==> src/rtl/serial_shifter.sv <==
// Iterative SLL/SRL/SRA shifter, STEP bits per clock, start/done responder.
// Build option SERIAL_SHIFTER_ROTR_EN turns op=11 into ROTR; otherwise op=11 is SLL.
module serial_shifter #(
    parameter int unsigned STEP = 1
) (
    input  logic        clk,
    input  logic        rst,
    input  logic        start,
    input  logic [1:0]  op,
    input  logic [31:0] data,
    input  logic [4:0]  shamt,
    output logic        busy,
    output logic        done,
    output logic [31:0] result,
    output logic        zero,
    output logic        ovf
);

    localparam int unsigned DW = 32;
    localparam int unsigned CW = 5;
    localparam logic [CW-1:0] STEP_C = CW'(STEP);

    localparam logic [1:0] OP_SLL = 2'b00;
    localparam logic [1:0] OP_SRL = 2'b01;
    localparam logic [1:0] OP_SRA = 2'b10;

    typedef enum logic [1:0] {
        S_IDLE  = 2'b00,
        S_SHIFT = 2'b01,
        S_DONE  = 2'b10
    } state_t;

    state_t          state;
    state_t          state_nx;
    logic [1:0]      op_q;
    logic [DW-1:0]   acc;
    logic [CW-1:0]   cnt;

    logic            load_c;
    logic            step_c;
    logic            finish_c;
    logic [CW-1:0]   k_c;
    logic [DW-1:0]   acc_shift_c;
`ifdef SERIAL_SHIFTER_ROTR_EN
    logic [2*DW-1:0] rot_c;
`endif

    // State register
    always_ff @(posedge clk or posedge rst) begin
        if (rst) begin
            state <= S_IDLE;
        end else begin
            state <= state_nx;
        end
    end

    // Next-state and datapath strobes
    always_comb begin
        state_nx = state;
        load_c   = 1'b0;
        step_c   = 1'b0;
        finish_c = 1'b0;
        case (state)
            S_IDLE: begin
                if (start) begin
                    load_c   = 1'b1;
                    state_nx = S_SHIFT;
                end
            end
            S_SHIFT: begin
                if (cnt != '0) begin
                    step_c = 1'b1;
                end else begin
                    finish_c = 1'b1;
                    state_nx = S_DONE;
                end
            end
            S_DONE: begin
                state_nx = S_IDLE;
            end
            default: begin
                state_nx = S_IDLE;
            end
        endcase
    end

    // One step: shift by min(STEP, cnt) so the final partial step lands exactly on shamt
    always_comb begin
        k_c = (cnt < STEP_C) ? cnt : STEP_C;
`ifdef SERIAL_SHIFTER_ROTR_EN
        rot_c = {acc, acc} >> k_c;
`endif
        case (op_q)
            OP_SLL:  acc_shift_c = acc << k_c;
            OP_SRL:  acc_shift_c = acc >> k_c;
            OP_SRA:  acc_shift_c = DW'($signed(acc) >>> k_c);
`ifdef SERIAL_SHIFTER_ROTR_EN
            default: acc_shift_c = rot_c[DW-1:0];
`else
            default: acc_shift_c = acc << k_c;
`endif
        endcase
    end

    // Operand latch, iteration and registered outputs
    always_ff @(posedge clk or posedge rst) begin
        if (rst) begin
            op_q   <= '0;
            acc    <= '0;
            cnt    <= '0;
            result <= '0;
            zero   <= 1'b0;
            busy   <= 1'b0;
            done   <= 1'b0;
        end else begin
            if (load_c) begin
                op_q <= op;
                acc  <= data;
                cnt  <= shamt;
            end else if (step_c) begin
                acc <= acc_shift_c;
                cnt <= cnt - k_c;
            end
            if (finish_c) begin
                result <= acc;
                zero   <= (acc == '0);
            end
            // done trails the DONE state by one cycle; busy stays up through that pulse
            done <= (state == S_DONE);
            busy <= (state_nx != S_IDLE) || (state == S_DONE);
        end
    end

    assign ovf = 1'b0;

endmodule

==> config.mk <==
export PLATFORM = sky130hd
export DESIGN_NAME = serial_shifter
export DESIGN_NICKNAME = d
export VERILOG_FILES = /design/src/rtl/serial_shifter.sv
export SDC_FILE = /design/constraint.sdc
export NUM_CORES = 1
export LEC_CHECK = 0
export BUFFER_PORTS_ARGS = -buffer_cell sky130_fd_sc_hd__buf_2
export CAP_MARGIN = 20
export CELL_PAD_IN_SITES_DETAIL_PLACEMENT = 1
export CELL_PAD_IN_SITES_GLOBAL_PLACEMENT = 2
export CORE_MARGIN = 2
export CORE_UTILIZATION = 35
export CTS_CLUSTER_DIAMETER = 60
export DETAILED_ROUTE_END_ITERATION = 10
export PLACE_DENSITY_LB_ADDON = 0.1
export SKIP_CTS_REPAIR_TIMING = 1
export SLEW_MARGIN = 30
export SYNTH_ARGS = -nofsm -noshare
export SYNTH_HDL_FRONTEND = slang
export SYNTH_SLANG_ARGS = --single-unit
==> constraint.sdc <==
create_clock -name clk -period 3.3 [get_ports clk]
set_clock_uncertainty 0.2 [all_clocks]
set_input_delay 0.66 -clock clk [delete_from_list [all_inputs] [get_ports clk]]
set_output_delay 0.66 -clock clk [all_outputs]
set_load 0.05 [all_outputs]
==> impl_metrics.tcl, run 1 <==
set metrics [dict create \
    overflow 0 \
    yosysTopAreaCellShare_pct 54.4 \
    grt_pass1_wl_microns 14900 \
    cp_slowest_cell "o21ai_2" \
    cts_tree "done" \
    maxCapViolCount 0 \
    vias 2734 \
    worstRegToRegCells 5 \
    yosys-top-cells-area "dfrtp_1 (54%), mux2_2 (10%), a221oi_1 (7.3%)" \
    worstPathCellList "or3_1 > o21ai_2 > buf_4 > a221oi_1 > nor2_1" \
    hpwl_microns 5990 \
    synthArstFlopShare_pct 100 \
    crit_type "reg -> reg" \
    ys_seq_area_share_pct 54.4 \
    dieArea_sq_um 10800 \
    yosysTopAreaCell "dfrtp_1" \
    antenna_found_initial 0 \
    cp_max_fo 16 \
    drt_wl_total_microns 8900 \
    yosysWarnings 0 \
    arrival_ns 2.45 \
    dr.pass1.iters 4 \
    cp-end-kind "flop" \
    rsz0062_at_grt "false" \
    ys.flop_type "dfrtp_1" \
    startpoint "cnt[1]" \
    n_antenna_cell 0 \
    wl_per_cell_microns 17.2 \
    switching_power_mw 2.50 \
    max-slew-margin-rel_pct 46.9 \
    yosysMostFrequentCell "dfrtp_1" \
    critical_path_required_ns 3.39 \
    fmax_mhz 423 \
    regToRegSetupSlack_ns 0.94 \
    synthTopCellsByCount "dfrtp_1 (76), nor2_1 (38), mux2_2 (31)" \
    startpoint_type "flop" \
    initialDrtViolationCount 90 \
    intPower_mw 2.69 \
    die_h_microns 104 \
    fin_setup_tns_ns 0 \
    cts_sinks 76 \
    finalMaxSlewViolations 0 \
    power_frac_seq_pct 33.9 \
    final-hold-violation-count 0 \
    track_usage_pct 17.3 \
    grt_pass1_vias 2859 \
    ys_ff_latch 76 \
    cts.reportedPaths.clkPinSlew_ns 0.09 \
    cts_buffer_depth 2 \
    syn_area_sq_um 3490 \
    cp_slowest_stage_delay_ns 0.62 \
    crit_end "acc[13]" \
    place_congestion 0.714 \
    clk_latency_ns 0.35 \
    min_period_ns 2.36 \
    pwr-share-clk_pct 13.8 \
    core_area_sq_um 9730 \
    finalCritPeriodShare_pct 71.6 \
    routed_via_density 5.30 \
    avgSynthCellArea_sq_um 11.4 \
    tightest_slew_ns 0.796 \
    timing.rr.end "acc[13]" \
    p_comb_share_pct 52.2 \
    synth-edff-count 0 \
    power_density_nw_per_um2 1250 \
    final_nets 423 \
    drc 0 \
    drive_gt1_share_pct 36.3 \
    area.growth.synth_to_final_pct 18.8 \
    power_leakage_nw 1.93 \
    yosysUniqueCellTypes 39 \
    final_antenna_net_count 0 \
    rows 36 \
    holdWs_ns 0.173 \
    io_buffers 76 \
    die_w_microns 104 \
    h-tree-depth 3 \
    hold_path.class "in -> async" \
    vdd_drop_max_v 0.000428 \
    r2r_start "cnt[1]" \
    syn_inst 307 \
    grt_max_degree 77 \
    switching_share_pct 48.1 \
    cts_root_buf "clkbuf_8" \
    syn-num-nets 352 \
    ios 78 \
    setup_viol 0 \
    start_util_pct 35.9 \
    status "finished, final reports clean" \
    n_fill_cell 1116 \
    cts_made_buffers 9 \
]
final cells by class:
| type | instances | area [sq um] | share of cell area [%] |
|---|---|---|---|
| clock buffer | 10 | 128 | 3.07 |
| clock inverter | 6 | 63.8 | 1.54 |
| inverter | 6 | 22.5 | 0.542 |
| multi-input combinational | 201 | 1420 | 34.1 |
| sequential | 76 | 1900 | 45.8 |
| tap | 133 | 166 | 4.01 |
| timing repair buffer | 84 | 453 | 10.9 |
cell usage in the layout, fill, tap and decap left out, types with 2 or more instances in the layout:
master / n
nor2b_1: 2
a221oi_1: 29
nand4_1: 2
or3_1: 3
inv_1: 5
buf_4: 7
mux2_2: 31
o22ai_1: 29
o31ai_1: 4
ha_1: 3
dfrtp_1: 76
clkbuf_8: 9
clkinv_2: 2
nor2_1: 37
a21oi_1: 6
clkinvlp_4: 2
a31oi_1: 3
nor4_1: 8
nand3_1: 2
nand2_1: 14
buf_2: 76
o21ai_0: 9
power groups by stage:
| stage | registers [mW] | logic (mW) | clock network (mW) |
|---|---|---|---|
| 2_1_floorplan | 2.31 | 1.58 | 0 |
| 3_3_place_gp | 1.77 | 2.67 | 0 |
| 3_5_place_dp | 1.78 | 2.74 | 0 |
| 4_1_cts | 1.77 | 2.75 | 0.739 |
| 5_1_grt | 1.84 | 2.98 | 0.781 |
| 6_report | 1.76 | 2.71 | 0.717 |
worst max-delay path, delay by kind of cell (launching register included):
family / cells / cell delay [ns]
AO/OA/AOI/OAI: 2 / 0.69
AND/OR/NAND/NOR: 2 / 0.59
flip-flops: 1 / 0.48
buffers and inverters: 1 / 0.34
metrics by stage:
step / power, mW / util (%) / cells / cell area, sq um / worst slack (ns)
finish: 5.19 / 42.7 / 516 / 4150 / 0.937
global route: 5.59 / 42.7 / 516 / 4150 / 0.813
CTS: 5.25 / 42.7 / 516 / 4150 / 0.925
detailed placement: 4.52 / 40.7 / 500 / 3960 / 0.917
global placement: 4.44 / 40.7 / 500 / 3960 / 0.936
floorplan: 3.88 / - / 307 / 3490 / 0.502
cell families after synthesis:
kind of cell,Yosys count,synth area share [%]
fa+ha+maj,3,1.07
simple gates,77,10.6
other cells,1,0.107
mux,31,9.99
buf+inv,30,5.19
compound gates,89,18.6
flops,76,54.4
registers in the layout, summed over array words and instances, names as in the netlist:
name,cells
acc,32
busy,1
cnt,5
done,1
op_q,2
result,32
state,2
zero,1
worst min path at each step:
| stage | start | endpoint | slack (ns) | cells past startpoint |
|---|---|---|---|---|
| after floorplan | cnt[3] | cnt[3] | 0.31 | 1 |
| after global placement | result[20] | result[20] | 0.28 | 1 |
| after detailed placement | result[21] | result[21] | 0.29 | 1 |
| after CTS | rst | result[11] | 0.20 | 3 |
| after global routing | rst | result[9] | 0.21 | 3 |
| final | rst | result[13] | 0.17 | 3 |
routing by layer:
layer / GRT usage [%] / wire length (microns)
met4: 4.92 / 80
met2: 27.7 / 4280
met3: 3.51 / 295
met1: 23.8 / 4240
met5: 0 / 0
Note: power is estimated with default switching activity, not from simulation.
==> run 2: changes to the inputs <==
CORE_UTILIZATION = 31   (was 35)
clock period = 2.1 ns   (was 3.3 ns; I/O delays follow)
==> impl_metrics.tcl, run 2 (synthesized netlist as in run 1, its figures left out) <==
set metrics [dict create \
    status "finished, final reports clean" \
    drive_gt1_share_pct 38.3 \
    fin_setup_tns_ns 0 \
    routed_via_density 5.29 \
    grt_pass1_wl_microns 14700 \
    maxCapViolCount 0 \
    place_congestion 0.789 \
    drc 0 \
    arrival_ns 1.99 \
    grt_max_degree 77 \
    top_regs "acc: 32 flops, result: 32 flops, cnt: 5 flops" \
    antenna_found_initial 0 \
    fmax_mhz 518 \
    power_leakage_nw 2.03 \
    layout_commonest_cell "buf_2" \
    min_period_ns 1.93 \
    vdd_drop_max_v 0.000712 \
    max-slew-margin-rel_pct 53.9 \
    rsz0062_at_grt "false" \
    final_cell_mix "buf_2 (76), dfrtp_1 (75), nor2_1 (37)" \
    cts_tree "done" \
    met3WireLength_microns 387 \
    drt_wl_total_microns 8980 \
    switching_power_mw 3.97 \
    cts_sinks 76 \
    intPower_mw 4.62 \
    cts_root_buf "clkbuf_16" \
    instances_no_fill 532 \
    power_frac_seq_pct 32.1 \
    met2_length_microns 4400 \
    dr.pass1.iters 4 \
    final_nets 432 \
    setup_viol 0 \
    finalMaxSlewViolations 0 \
    switching_share_pct 46.3 \
    clk_latency_ns 0.33 \
    regToRegSetupSlack_ns 0.17 \
    finalCritPeriodShare_pct 91.9 \
    cp_max_fo 8 \
    cts.reportedPaths.clkPinSlew_ns 0.06 \
    grt_pass1_vias 2869 \
    worstRegToRegCells 7 \
    final_antenna_net_count 0 \
    tightest_slew_ns 0.690 \
    timing.rr.end "cnt[2]" \
    cp-end-kind "flop" \
    pwr-share-clk_pct 16.9 \
    dieArea_sq_um 12100 \
    overflow 0 \
    area.growth.synth_to_final_pct 24.5 \
    cts_buffer_depth 2 \
    cts_made_buffers 9 \
    p_comb_share_pct 51.0 \
    hpwl_microns 6120 \
    drt-met1-wl_microns 4100 \
    numPlacedInstances 516 \
    h-tree-depth 3 \
    track_usage_pct 15.8 \
    final-hold-violation-count 0 \
    ios 78 \
    final_util_pct 39.8 \
    core_area_sq_um 10900 \
    dr.max_layer_used "met4" \
    critical_path_required_ns 2.16 \
    die_w_microns 110 \
    startpoint_type "flop" \
    n_antenna_cell 0 \
    die_h_microns 110 \
    io_buffers 76 \
    power_density_nw_per_um2 1980 \
    wl_per_cell_microns 16.9 \
    rows 38 \
    r2r_start "cnt[1]" \
    start_util_pct 31.9 \
    initialDrtViolationCount 65 \
    vias 2814 \
    hold_path.class "in -> async" \
    crit_type "reg -> reg" \
]
## run 2: cell count changes in the layout (fill, tap and decap cells not counted)
cell | before | now
nor2_4 | 0 | 1
clkbuf_1 | 1 | 0
buf_12 | 1 | 3
nor2_2 | 1 | 0
clkinvlp_4 | 2 | 3
clkbuf_8 | 9 | 1
buf_4 | 7 | 14
dfrtp_1 | 76 | 75
clkinv_2 | 2 | 3
bufinv_16 | 1 | 0
inv_2 | 1 | 0
dfrtp_2 | 0 | 1
clkbuf_16 | 0 | 9
## run 2: power groups by stage
stage / registers (mW) / logic [mW] / clock network (mW)
after floorplan: 3.62 / 2.48 / 0
after global routing: 2.88 / 4.84 / 1.55
after detailed placement: 2.80 / 4.42 / 0
after global placement: 2.79 / 4.35 / 0
final: 2.76 / 4.38 / 1.45
after CTS: 2.78 / 4.44 / 1.50
## run 2: critical path, stage by stage, from the launching register on
cell      delay, ns
dfrtp_2        0.47
or3_1          0.41
o21bai_1       0.18
ha_1           0.23
nor2_1         0.05
nand3_1        0.07
o21ai_0        0.10
a21oi_2        0.15
## run 2: routing by layer
layer / global-route usage [%] / vias to the layer above
met5: 0 / -
met4: 4.02 / 0
met3: 3.17 / 8
met2: 26.2 / 77
met1: 21.1 / 1401
li1: - / 1328
## run 2: cell type report
cell class	instances	area, sq um
sequential	76	1900
multi-input combinational	201	1420
timing repair buffer	93	546
fill	1219	6590
clock buffer	10	239
tap	140	175
inverter	6	26.3
clock inverter	6	38.8
## run 2: how the worst max path moves through the flow
| stage | from | to | slack [ns] | cells past startpoint |
|---|---|---|---|---|
| global route | cnt[1] | cnt[4] | 0.01 | 6 |
| finish | cnt[1] | cnt[2] | 0.17 | 7 |
| global placement | op_q[0] | acc[12] | -0.14 | 5 |
| detailed placement | cnt[1] | cnt[2] | 0.13 | 7 |
| floorplan | op_q[0] | acc[10] | 0.13 | 8 |
| CTS | cnt[1] | cnt[2] | 0.11 | 7 |
## run 2: per-stage QoR
step                      power [mW]  area [sq um]  worst slack [ns]  hold WS [ns]
after floorplan                 6.10          3500             0.131         0.309
after global placement          7.13          4070            -0.137         0.282
after detailed placement        7.23          4070             0.132         0.288
after CTS                       8.71          4350             0.115        0.0270
after global routing            9.28          4350            0.0149        0.0443
final                           8.59          4350             0.170       0.00586
==> run 3: changes to the inputs <==
SETUP_SLACK_MARGIN = 0.3   (was unset)
==> impl_metrics.tcl, run 3 (synthesized netlist as in run 1, its figures left out) <==
set metrics [dict create \
    status "finished, violations left" \
    violations "hold timing" \
    timing.rr.end "cnt[4]" \
    critical_path_required_ns 2.11 \
    die_w_microns 110 \
    fmax_mhz 552 \
    instances_no_fill 549 \
    ios 78 \
    area.growth.synth_to_final_pct 36.4 \
    start_util_pct 31.9 \
    io_buffers 76 \
    startpoint_type "flop" \
    clk_latency_ns 0.33 \
    dr.pass1.iters 4 \
    final_antenna_net_count 0 \
    dieArea_sq_um 12100 \
    regToRegSetupSlack_ns 0.29 \
    multi_input_area_sq_um 1620 \
    finalMaxSlewViolations 0 \
    worstPathCellList "or4b_4 > or3_1 > o21ai_1 > a21oi_1" \
    n_fill_cell 1205 \
    vias 2921 \
    cts_sinks 76 \
    cts_buffer_depth 2 \
    grt_pass1_wl_microns 15100 \
    worstRegToRegCells 4 \
    cp_slowest_cell "or4b_4" \
    area.sequential_sq_um 1910 \
    hpwl_microns 6350 \
    rows 38 \
    initialDrtViolationCount 96 \
    routed_via_density 5.32 \
    final_nets 449 \
    maxCapViolCount 0 \
    hold_path.class "in -> async" \
    final_cell_mix "buf_2 (76), dfrtp_1 (70), nor2_1 (33)" \
    n_antenna_cell 0 \
    drc 0 \
    place_congestion 0.752 \
    cp_max_fo 6 \
    drt_wl_total_microns 10700 \
    h-tree-depth 3 \
    layout_commonest_cell "buf_2" \
    finalCritPeriodShare_pct 86.2 \
    core_area_sq_um 10900 \
    drive_gt1_share_pct 47.4 \
    cp-end-kind "flop" \
    antenna_found_initial 0 \
    cts.reportedPaths.clkPinSlew_ns 0.06 \
    arrival_ns 1.82 \
    top_regs "acc: 32 flops, result: 32 flops, cnt: 5 flops" \
    setup_viol 0 \
    final-hold-violation-count 11 \
    numPlacedInstances 515 \
    overflow 0 \
    wl_per_cell_microns 19.4 \
    die_h_microns 110 \
    track_usage_pct 16.2 \
    grt_pass1_vias 2902 \
    crit_type "reg -> reg" \
    min_period_ns 1.81 \
    cts_made_buffers 9 \
    cp_slowest_stage_delay_ns 0.55 \
    holdWs_ns -0.0281 \
    grt_max_degree 77 \
    cts_tree "done" \
    cts_root_buf "clkbuf_16" \
    rsz0062_at_grt "true" \
    r2r_start "cnt[1]" \
]
-- run 3: worst max-delay path, delay by kind of cell (launching register included) --
kind / cells / cell delay [ns]
and+or+nand+nor: 2 / 0.88
DFF: 1 / 0.45
AOI/OAI and AO/OA: 2 / 0.17
-- run 3: metal layers --
layer | vias up | track usage, % | share of wire, %
met4 | 0 | 3.75 | 0.38
met1 | 1494 | 21.3 | 46
met2 | 62 | 27.4 | 50
li1 | 1361 | - | -
met5 | - | 0 | 0
met3 | 4 | 3.29 | 3.7
-- run 3: worst max path at each step --
stage                         from  endpoint  cells past startpoint
after floorplan            op_q[0]   acc[10]                      8
after global placement     op_q[0]   acc[13]                      5
after detailed placement    cnt[1]    cnt[2]                      7
after CTS                   cnt[1]    cnt[2]                      7
after global routing      state[0]    cnt[3]                      5
final                       cnt[1]    cnt[4]                      4
-- run 3: per-stage QoR --
| stage | setup slack [ns] | TNS, ns | cell area (sq um) | util, % |
|---|---|---|---|---|
| final | 0.289 | 0 | 4760 | 43.6 |
| after global routing | 0.243 | 0 | 4760 | 43.6 |
| after CTS | 0.0752 | 0 | 4340 | 39.7 |
| after detailed placement | 0.0927 | 0 | 4050 | 37.0 |
| after global placement | -0.172 | -4.15 | 4050 | 37.0 |
| after floorplan | 0.300 | 0 | 3500 | - |
-- run 3: cell type report --
type,count,area share [%]
clock buffer,11,4.88
clock inverter,5,1.29
inverter,6,0.551
multi-input combinational,204,34.1
sequential,76,40.1
tap,140,3.68
timing repair buffer,107,15.5
Power of run 3 is left out: the tool's default activity adds up to more than one toggle a clock period on the data nets, which glitch-free logic cannot reach.
